### src/rtl/clkrst_ctrl.sv
// Reset sequencer and CPU clock-enable generator behind the PLL wrapper.
// Holds sys_reset until all PLLs stay locked for LOCK_HOLD cycles, then runs a switchable divider.
module clkrst_ctrl #(
    parameter int NUM_PLL       = 3,
    parameter int LOCK_HOLD     = 1024,
    parameter int HOLD_W        = 11,
    parameter int DIV_W         = 8,
    parameter int DIV_0         = 56,
    parameter int DIV_1         = 28,
    parameter int DIV_2         = 14,
    parameter int DIV_3         = 7,
    parameter int DEFAULT_SPEED = 0
) (
    input  logic               clk_clk,
    input  logic               reset_reset,
    input  logic [NUM_PLL-1:0] pll_locked,
    input  logic [1:0]         speed_sel,
    input  logic               speed_req,
    output logic [1:0]         speed_cur,
    output logic               speed_busy,
    output logic               cpu_clken,
    output logic               cpu_clk,
    output logic               locked_all,
    output logic               sys_reset
);

    localparam logic [1:0] ST_WAIT   = 2'd0;
    localparam logic [1:0] ST_HOLD   = 2'd1;
    localparam logic [1:0] ST_RUN    = 2'd2;
    localparam logic [1:0] ST_SWITCH = 2'd3;

    localparam logic [HOLD_W-1:0] HOLD_LAST = HOLD_W'(LOCK_HOLD - 1);

    function automatic logic [DIV_W-1:0] div_of(input logic [1:0] sel);
        case (sel)
            2'd0:    div_of = DIV_W'(DIV_0);
            2'd1:    div_of = DIV_W'(DIV_1);
            2'd2:    div_of = DIV_W'(DIV_2);
            2'd3:    div_of = DIV_W'(DIV_3);
            default: div_of = DIV_W'(DIV_0);
        endcase
    endfunction

    logic [NUM_PLL-1:0] sync1_q, sync2_q;
    logic [1:0]         state_q, state_d;
    logic [HOLD_W-1:0]  hold_q, hold_d;
    logic [DIV_W-1:0]   cnt_q, cnt_d;
    logic [1:0]         speed_cur_q, speed_cur_d;
    logic [1:0]         speed_new_q, speed_new_d;
    logic               busy_q, busy_d;
    logic               clken_q, clken_d;
    logic               clk_q, clk_d;
    logic [DIV_W-1:0]   div_cur_s, div_nxt_s, cnt_inc_s;
    logic               cnt_wrap_s, run_nxt_s;

    // Next-state logic for the sequencer FSM, hold counter and divider.
    always_comb begin
        state_d     = state_q;
        hold_d      = {HOLD_W{1'b0}};
        cnt_d       = cnt_q;
        speed_cur_d = speed_cur_q;
        speed_new_d = speed_new_q;
        busy_d      = busy_q;
        div_cur_s   = div_of(speed_cur_q);
        cnt_wrap_s  = (cnt_q == (div_cur_s - DIV_W'(1)));
        cnt_inc_s   = cnt_wrap_s ? {DIV_W{1'b0}} : (cnt_q + DIV_W'(1));

        case (state_q)
            ST_WAIT: begin
                cnt_d = {DIV_W{1'b0}};
                if (speed_req) begin
                    speed_cur_d = speed_sel;
                end else begin
                    speed_cur_d = speed_cur_q;
                end
                if (locked_all) begin
                    state_d = ST_HOLD;
                end else begin
                    state_d = ST_WAIT;
                end
            end
            ST_HOLD: begin
                // Speed changes before release take effect at once, restarting the period.
                if (speed_req) begin
                    speed_cur_d = speed_sel;
                end else begin
                    speed_cur_d = speed_cur_q;
                end
                if (!locked_all) begin
                    state_d = ST_WAIT;
                    cnt_d   = {DIV_W{1'b0}};
                end else begin
                    cnt_d = speed_req ? {DIV_W{1'b0}} : cnt_inc_s;
                    if (hold_q == HOLD_LAST) begin
                        state_d = ST_RUN;
                    end else begin
                        hold_d = hold_q + HOLD_W'(1);
                    end
                end
            end
            ST_RUN: begin
                if (!locked_all) begin
                    state_d = ST_WAIT;
                    cnt_d   = {DIV_W{1'b0}};
                end else begin
                    cnt_d = cnt_inc_s;
                    if (speed_req) begin
                        speed_new_d = speed_sel;
                        busy_d      = 1'b1;
                        state_d     = ST_SWITCH;
                    end else begin
                        state_d = ST_RUN;
                    end
                end
            end
            ST_SWITCH: begin
                // The new divisor is loaded only at a period boundary so no phase is truncated.
                if (!locked_all) begin
                    state_d = ST_WAIT;
                    cnt_d   = {DIV_W{1'b0}};
                    busy_d  = 1'b0;
                end else if (cnt_wrap_s) begin
                    state_d     = ST_RUN;
                    cnt_d       = {DIV_W{1'b0}};
                    speed_cur_d = speed_new_q;
                    busy_d      = 1'b0;
                end else begin
                    cnt_d = cnt_inc_s;
                end
            end
            default: begin
                state_d = ST_WAIT;
                cnt_d   = {DIV_W{1'b0}};
                busy_d  = 1'b0;
            end
        endcase

        run_nxt_s = (state_d != ST_WAIT);
        div_nxt_s = div_of(speed_cur_d);
        clken_d   = run_nxt_s && (cnt_d == (div_nxt_s - DIV_W'(1)));
        clk_d     = run_nxt_s && (cnt_d < (div_nxt_s >> 1));
    end

    // State registers, lock synchronisers and registered clock outputs.
    always_ff @(posedge clk_clk) begin
        if (reset_reset) begin
            sync1_q     <= {NUM_PLL{1'b0}};
            sync2_q     <= {NUM_PLL{1'b0}};
            state_q     <= ST_WAIT;
            hold_q      <= {HOLD_W{1'b0}};
            cnt_q       <= {DIV_W{1'b0}};
            speed_cur_q <= 2'(DEFAULT_SPEED);
            speed_new_q <= 2'(DEFAULT_SPEED);
            busy_q      <= 1'b0;
            clken_q     <= 1'b0;
            clk_q       <= 1'b0;
        end else begin
            sync1_q     <= pll_locked;
            sync2_q     <= sync1_q;
            state_q     <= state_d;
            hold_q      <= hold_d;
            cnt_q       <= cnt_d;
            speed_cur_q <= speed_cur_d;
            speed_new_q <= speed_new_d;
            busy_q      <= busy_d;
            clken_q     <= clken_d;
            clk_q       <= clk_d;
        end
    end

    assign locked_all = &sync2_q;
    assign sys_reset  = (state_q != ST_RUN) && (state_q != ST_SWITCH);
    assign speed_cur  = speed_cur_q;
    assign speed_busy = busy_q;
    assign cpu_clken  = clken_q;
    assign cpu_clk    = clk_q;

endmodule

### config.mk
export PLATFORM = sky130hd
export DESIGN_NAME = clkrst_ctrl
export DESIGN_NICKNAME = d
export VERILOG_FILES = /design/src/rtl/clkrst_ctrl.sv
export SDC_FILE = /design/constraint.sdc
export NUM_CORES = 1
export LEC_CHECK = 0
export ABC_CLOCK_PERIOD_IN_PS = 4300
export CAP_MARGIN = 10
export CORE_AREA = 2 2 126 67
export CTS_BUF_LIST = sky130_fd_sc_hd__clkbuf_4 sky130_fd_sc_hd__clkbuf_8 sky130_fd_sc_hd__clkbuf_16
export DETAILED_ROUTE_END_ITERATION = 8
export DIE_AREA = 0 0 128 69
export GPL_TIMING_DRIVEN = 0
export PLACE_DENSITY = 0.46
export SETUP_SLACK_MARGIN = 0.15
export SYNTH_ARGS = -nofsm -noshare
export SYNTH_HDL_FRONTEND = slang
export SYNTH_SLANG_ARGS = --single-unit
### constraint.sdc
create_clock -name clk_clk -period 4.3 [get_ports clk_clk]
set_clock_uncertainty 0.2 [all_clocks]
set_input_delay 0.645 -clock clk_clk [delete_from_list [all_inputs] [get_ports clk_clk]]
set_output_delay 0.645 -clock clk_clk [all_outputs]
set_load 0.03 [all_outputs]
### Word-level counts from Yosys, hierarchy flattened

Index checks and enable logic that the tools add are counted.

* eq/ne operators: 17
* multiplexer cells: 26
* bitwise operators: 2
* add/sub/neg operators: 4
* magnitude comparators: 1
* reduce and logical (&&, ||, !) cells: 13

Operators with widths (number)
* case mux 8 bit (4 select lines): 3
* 2-to-1 mux 8 bit: 6
* == test 8 bit: 2
* 2-to-1 mux 2 bit: 8
* subtractor 8 x 1 -> 8 bit, second input constant: 2
* == test 2 bit, second input constant: 6
* adder 11 x 1 -> 11 bit, second input constant: 1
* == test 11 x 10 -> 1 bit, second input constant: 1
* adder 8 x 1 -> 8 bit, second input constant: 1
* less-than comparator 8 x 7 -> 1 bit: 1
* inequality test 2 bit, second input constant: 4
* case mux 2 bit (4 select lines): 1
* == test 2 x 1 -> 1 bit, second input constant: 3
* zero test 2 bit: 3
* 2-to-1 mux 1 bit: 6
* AND reduction 5 bit: 1
* case mux 2 bit (2 select lines): 1
* AND reduction 4 bit: 1
* nonzero test 2 bit: 2
* OR reduction 4 bit: 1
* logical AND 1 bit: 3
* inequality test 3 bit, second input constant: 1
* AND reduction 3 bit: 1
* NOT 1 bit: 2
* other kinds (2): 2

* logic and storage cells: 73
* bits of input ports: 8
* output and inout port bits: 7
* register bits after elaboration: 34

### Longest topological paths before layout

* depth in word-level cells: 12
* mapped depth: 15
* gate-level depth less buffers: 15

### Worst setup path after synthesis

No wires, ideal clock.

* path kind: reg2reg
* start point: register speed_cur_q[0], in the netlist speed_cur[0]
* end point: register clk_q, in the netlist cpu_clk
* data arrival time: 3.705 ns
* stages on the path, launching flop included: 15
* data required time: 4.039 ns
* library setup time: 0.061 ns
* clock period less this slack: 3.966 ns
* slack: 0.334 ns
* buffers on the path: 0
* cells stage by stage: dfxtp_1 inv_1 ha_1 xor2_1 or4_4 or2_4 nor2_1 mux2i_1 a21oi_1 ha_1 ha_1 a21o_1 a21o_1 a211oi_1 o221a_1

* longest elaborated chain between the ends: 11
* elaborated cells between the ends (all ways): 29
* those cells by class: add/sub: 1; order compare: 1; eq/ne: 7; mux: 16; reduce/logical: 4

Ends and longest elaborated chain
* from (decl): line 48 `logic [1:0] speed_cur_q, speed_cur_d;`
* from (signal assigned): line 152 `speed_cur_q <= 2'(DEFAULT_SPEED);`
* from (signal assigned): line 163 `speed_cur_q <= speed_cur_d;`
* == test 2 bit, or another cell as far along: line 35 `case (sel)`
* case mux 8 bit (4 select lines): line 35
* subtractor 8 x 1 -> 8 bit: line 65 `cnt_wrap_s = (cnt_q == (div_cur_s - DIV_W'(1)));`
* == test 8 bit: line 65
* 2-to-1 mux 2 bit: line 122 `end else if (cnt_wrap_s) begin`
* 2-to-1 mux 2 bit: line 118 `if (!locked_all) begin`
* case mux 2 bit (2 select lines) *: line 68 `case (state_q)`
* named net speed_cur_d[0]: line 48
* == test 2 bit, or another cell as far along: line 35
* case mux 8 bit (4 select lines) *: line 35
* less-than comparator 8 x 7 -> 1 bit *: line 141 `clk_d = run_nxt_s && (cnt_d < (div_nxt_s >> 1));`
* logical AND 1 bit *: line 141
* to (signal assigned): line 167 `clk_q <= clk_d;`
* to (decl): line 52 `logic clk_q, clk_d;`

The timed path passes the listed nets; every way through them passes the cells marked *. The select of a mux whose other input is x is not followed.
A chain may end at the register's enable or synchronous reset.

### Worst setup path after layout

Same ends and word-level chain as after synthesis.

==> reports/results.ini <==
[timing]
setup_ws_ps = 369
slew_viol_final = 0
hold_viol = 0
rsz0062_at_grt = no
setup_tns_ps = 0
max_freq_mhz = 254
fin_crit_sh_pct = 91.4
slew_headroom_pct = 64.1
setup-violations-final = 0
period_minus_slack_ps = 3930
max_slew.worst_pin.slew_ps = 539

[global_routing]
antenna_found_initial = 0
grt_pass1_vias = 1522
grt_pass1_wl_um = 7830
grt_max_degree = 11
gr-total-overflow = 0
grtUsageTotal_pct = 11.7

[die]
dieArea_um2 = 8830
start_util_pct = 24.5
io_pins = 15
fp.coreArea_um2 = 7710
die_w_um = 128
die_h_um = 69
fp-row-count = 23

[pwr]
switching_power_w = 0.000166
power_switching_share_pct = 22.3
power_density_nw_per_um2 = 318
p_leak_nw = 0.834
p_int_w = 0.000579
peakVddDrop_uv = 132
p_comb_share_pct = 7.3
clkPwrFrac_pct = 49.5
seqPwrFrac_pct = 43.2

[clock_tree]
cts_hold_buf = 0
h-tree-depth = 2
clk_root_buffer_cell = clkbuf_16
cts_buffer_depth = 2
cts_setup_buffers = 0
numClockSinks = 34
clk_latency_ps = 290
cts_tree = yes
path_clk_slew_ps = 50
cts_buffers = 5

[final_layout]
area_growth_pct = 24.3
drive_above_1_share_pct = 9.96
fin_util_pct = 30.4
final_nets = 264
antenna_cells = 0
final_cell_mix = dfxtp_1, nor2_1, nor3_1, ha_1, clkdlybuf4s50_1
layout_commonest_cell = dfxtp_1

[yosys]
synthesis.area_um2 = 1890
synth_top_area_share_pct = 36.1
syn_inst = 219
synth.distinct_cells = 40
async_flop_share_pct = 0
yosysTopAreaCell = dfxtp_1
ys_ff_latch = 34
synth_fp_nets = 243
ys_warn_count = 0
yosys-top-cells-area = dfxtp_1, ha_1, nor2_1
avgSynthCellArea_um2 = 8.62
seq_area_frac_synth_pct = 36.1
synth_edf_count = 0
synth_ff_type = dfxtp_1

[critical_path]
cp.required_ps = 4320
worstPathMaxFanout = 6
path_class = register to register
crit_arrival_ps = 3950
cp-start-kind = register
critPathCaptureType = register

[job]
cap_violations = 0

[detailed_routing]
vias_per_cell = 4.43
vias = 1511
drt_iter0_markers = 103
remaining_drc_errors = 0
drtAntennaViolNets = 0
wirelength_um = 4570
wl_per_cell_um = 13.4
dr.pass1.iters = 4

[status]
status = finished clean

[placement]
place.gp.congestion = 0.847
port_buffers = 14
dp_slack_ps = 99.5
hpwl_um = 3480

[worst_hold_path]
hold_path_class = register to register

-- per-stage QoR --
step / cells / hold WS [ps] / total power [W] / instance area [µm²]
2_1_floorplan: 219 / 214 / 0.000360 / 1890
3_3_place_gp: 333 / 220 / 0.000379 / 2150
3_5_place_dp: 333 / 225 / 0.000379 / 2150
4_1_cts: 341 / 237 / 0.000757 / 2310
5_1_grt: 341 / 256 / 0.000782 / 2350
6_report: 341 / 238 / 0.000745 / 2350
-- worst paths after layout --
path	depth (start not counted)	slack [ps]	start	to
hold / removal	1	240	sync1_q[0]	sync2_q[0]
hold reg to reg	1	240	sync1_q[0]	sync2_q[0]
setup reg to reg	14	370	speed_cur[0]	cpu_clk
setup / recovery	14	370	speed_cur[0]	cpu_clk
-- critical path, cell delays in order, from the launching register on --
cell      delay (ps)
dfxtp_4          380
inv_1            100
ha_1             320
xor2_1           150
or4_4            520
or2_4            290
nor2_2           150
mux2i_2          320
a21oi_2          130
ha_2             220
ha_1             310
a21o_1           180
a21o_1           190
a211oi_2         210
o221a_1          200
-- cells in the mapped netlist (5+ instances only) --
cell,number
xor2_1,11
nand2_1,12
ha_1,16
nor2_1,28
nand3_1,12
xnor2_1,11
nor2b_1,6
mux2i_1,5
nor3_1,14
a21oi_1,5
clkbuf_1,8
o21ai_0,6
dfxtp_1,34
inv_1,8
-- registers in the layout, indices dropped and copies added, names as in the netlist --
register and count:
sync2_q 3, sync1_q 3, speed_new_q 2, cpu_clk 1
speed_busy 1, state_q 2, hold_q 11, cnt_q 8
speed_cur 2, cpu_clken 1
-- per-layer routing --
metal  vias up  global-route usage, %  routed length, µm  share of wire [%]
li1        805                      -                  -                  -
met1       676                   18.3               2820                 62
met2        22                   12.8               1400                 31
met3         8                   5.43                275                6.0
met4         0                   4.40                 74                1.6
met5         -                      0                  0                  0
-- area by class of cell --
type                            count  area (µm²)
Clock buffer                        7         146
Sequential cell                    34         686
Timing Repair Buffer               14         140
Inverter                            9        33.8
Multi-Input combinational cell    168        1180
Buffer                              8        30.0
Fill cell                         849        5370
Clock inverter                      1        5.00
Tap cell                          100         125
-- cell families (layout without fill, tap and decap cells) --
| family | count (synthesis) | count (layout) | share of synthesized area [%] |
|---|---|---|---|
| simple gates | 95 | 95 | 25.5 |
| flops | 34 | 34 | 36.1 |
| compound gates | 30 | 30 | 11.5 |
| xor+xnor | 22 | 22 | 10.2 |
| buf+inv | 17 | 39 | 3.38 |
| fa+ha+maj | 16 | 16 | 10.6 |
| mux | 5 | 5 | 2.65 |
-- power groups by stage --
| stage | Clock (W) | Sequential (W) | Combinational [W] |
|---|---|---|---|
| 2_1_floorplan | 0 | 0.000330 | 0.0000299 |
| 3_3_place_gp | 0 | 0.000328 | 0.0000505 |
| 3_5_place_dp | 0 | 0.000329 | 0.0000503 |
| 4_1_cts | 0.000384 | 0.000322 | 0.0000510 |
| 5_1_grt | 0.000399 | 0.000322 | 0.0000606 |
| 6_report | 0.000369 | 0.000322 | 0.0000544 |
-- repair_timing --
item / CTS / global route
resized for setup: 3 / 9
setup endpoints to repair: 1 / 2
pin swaps: 0 / 1
Note: power is estimated with default switching activity, not from simulation.
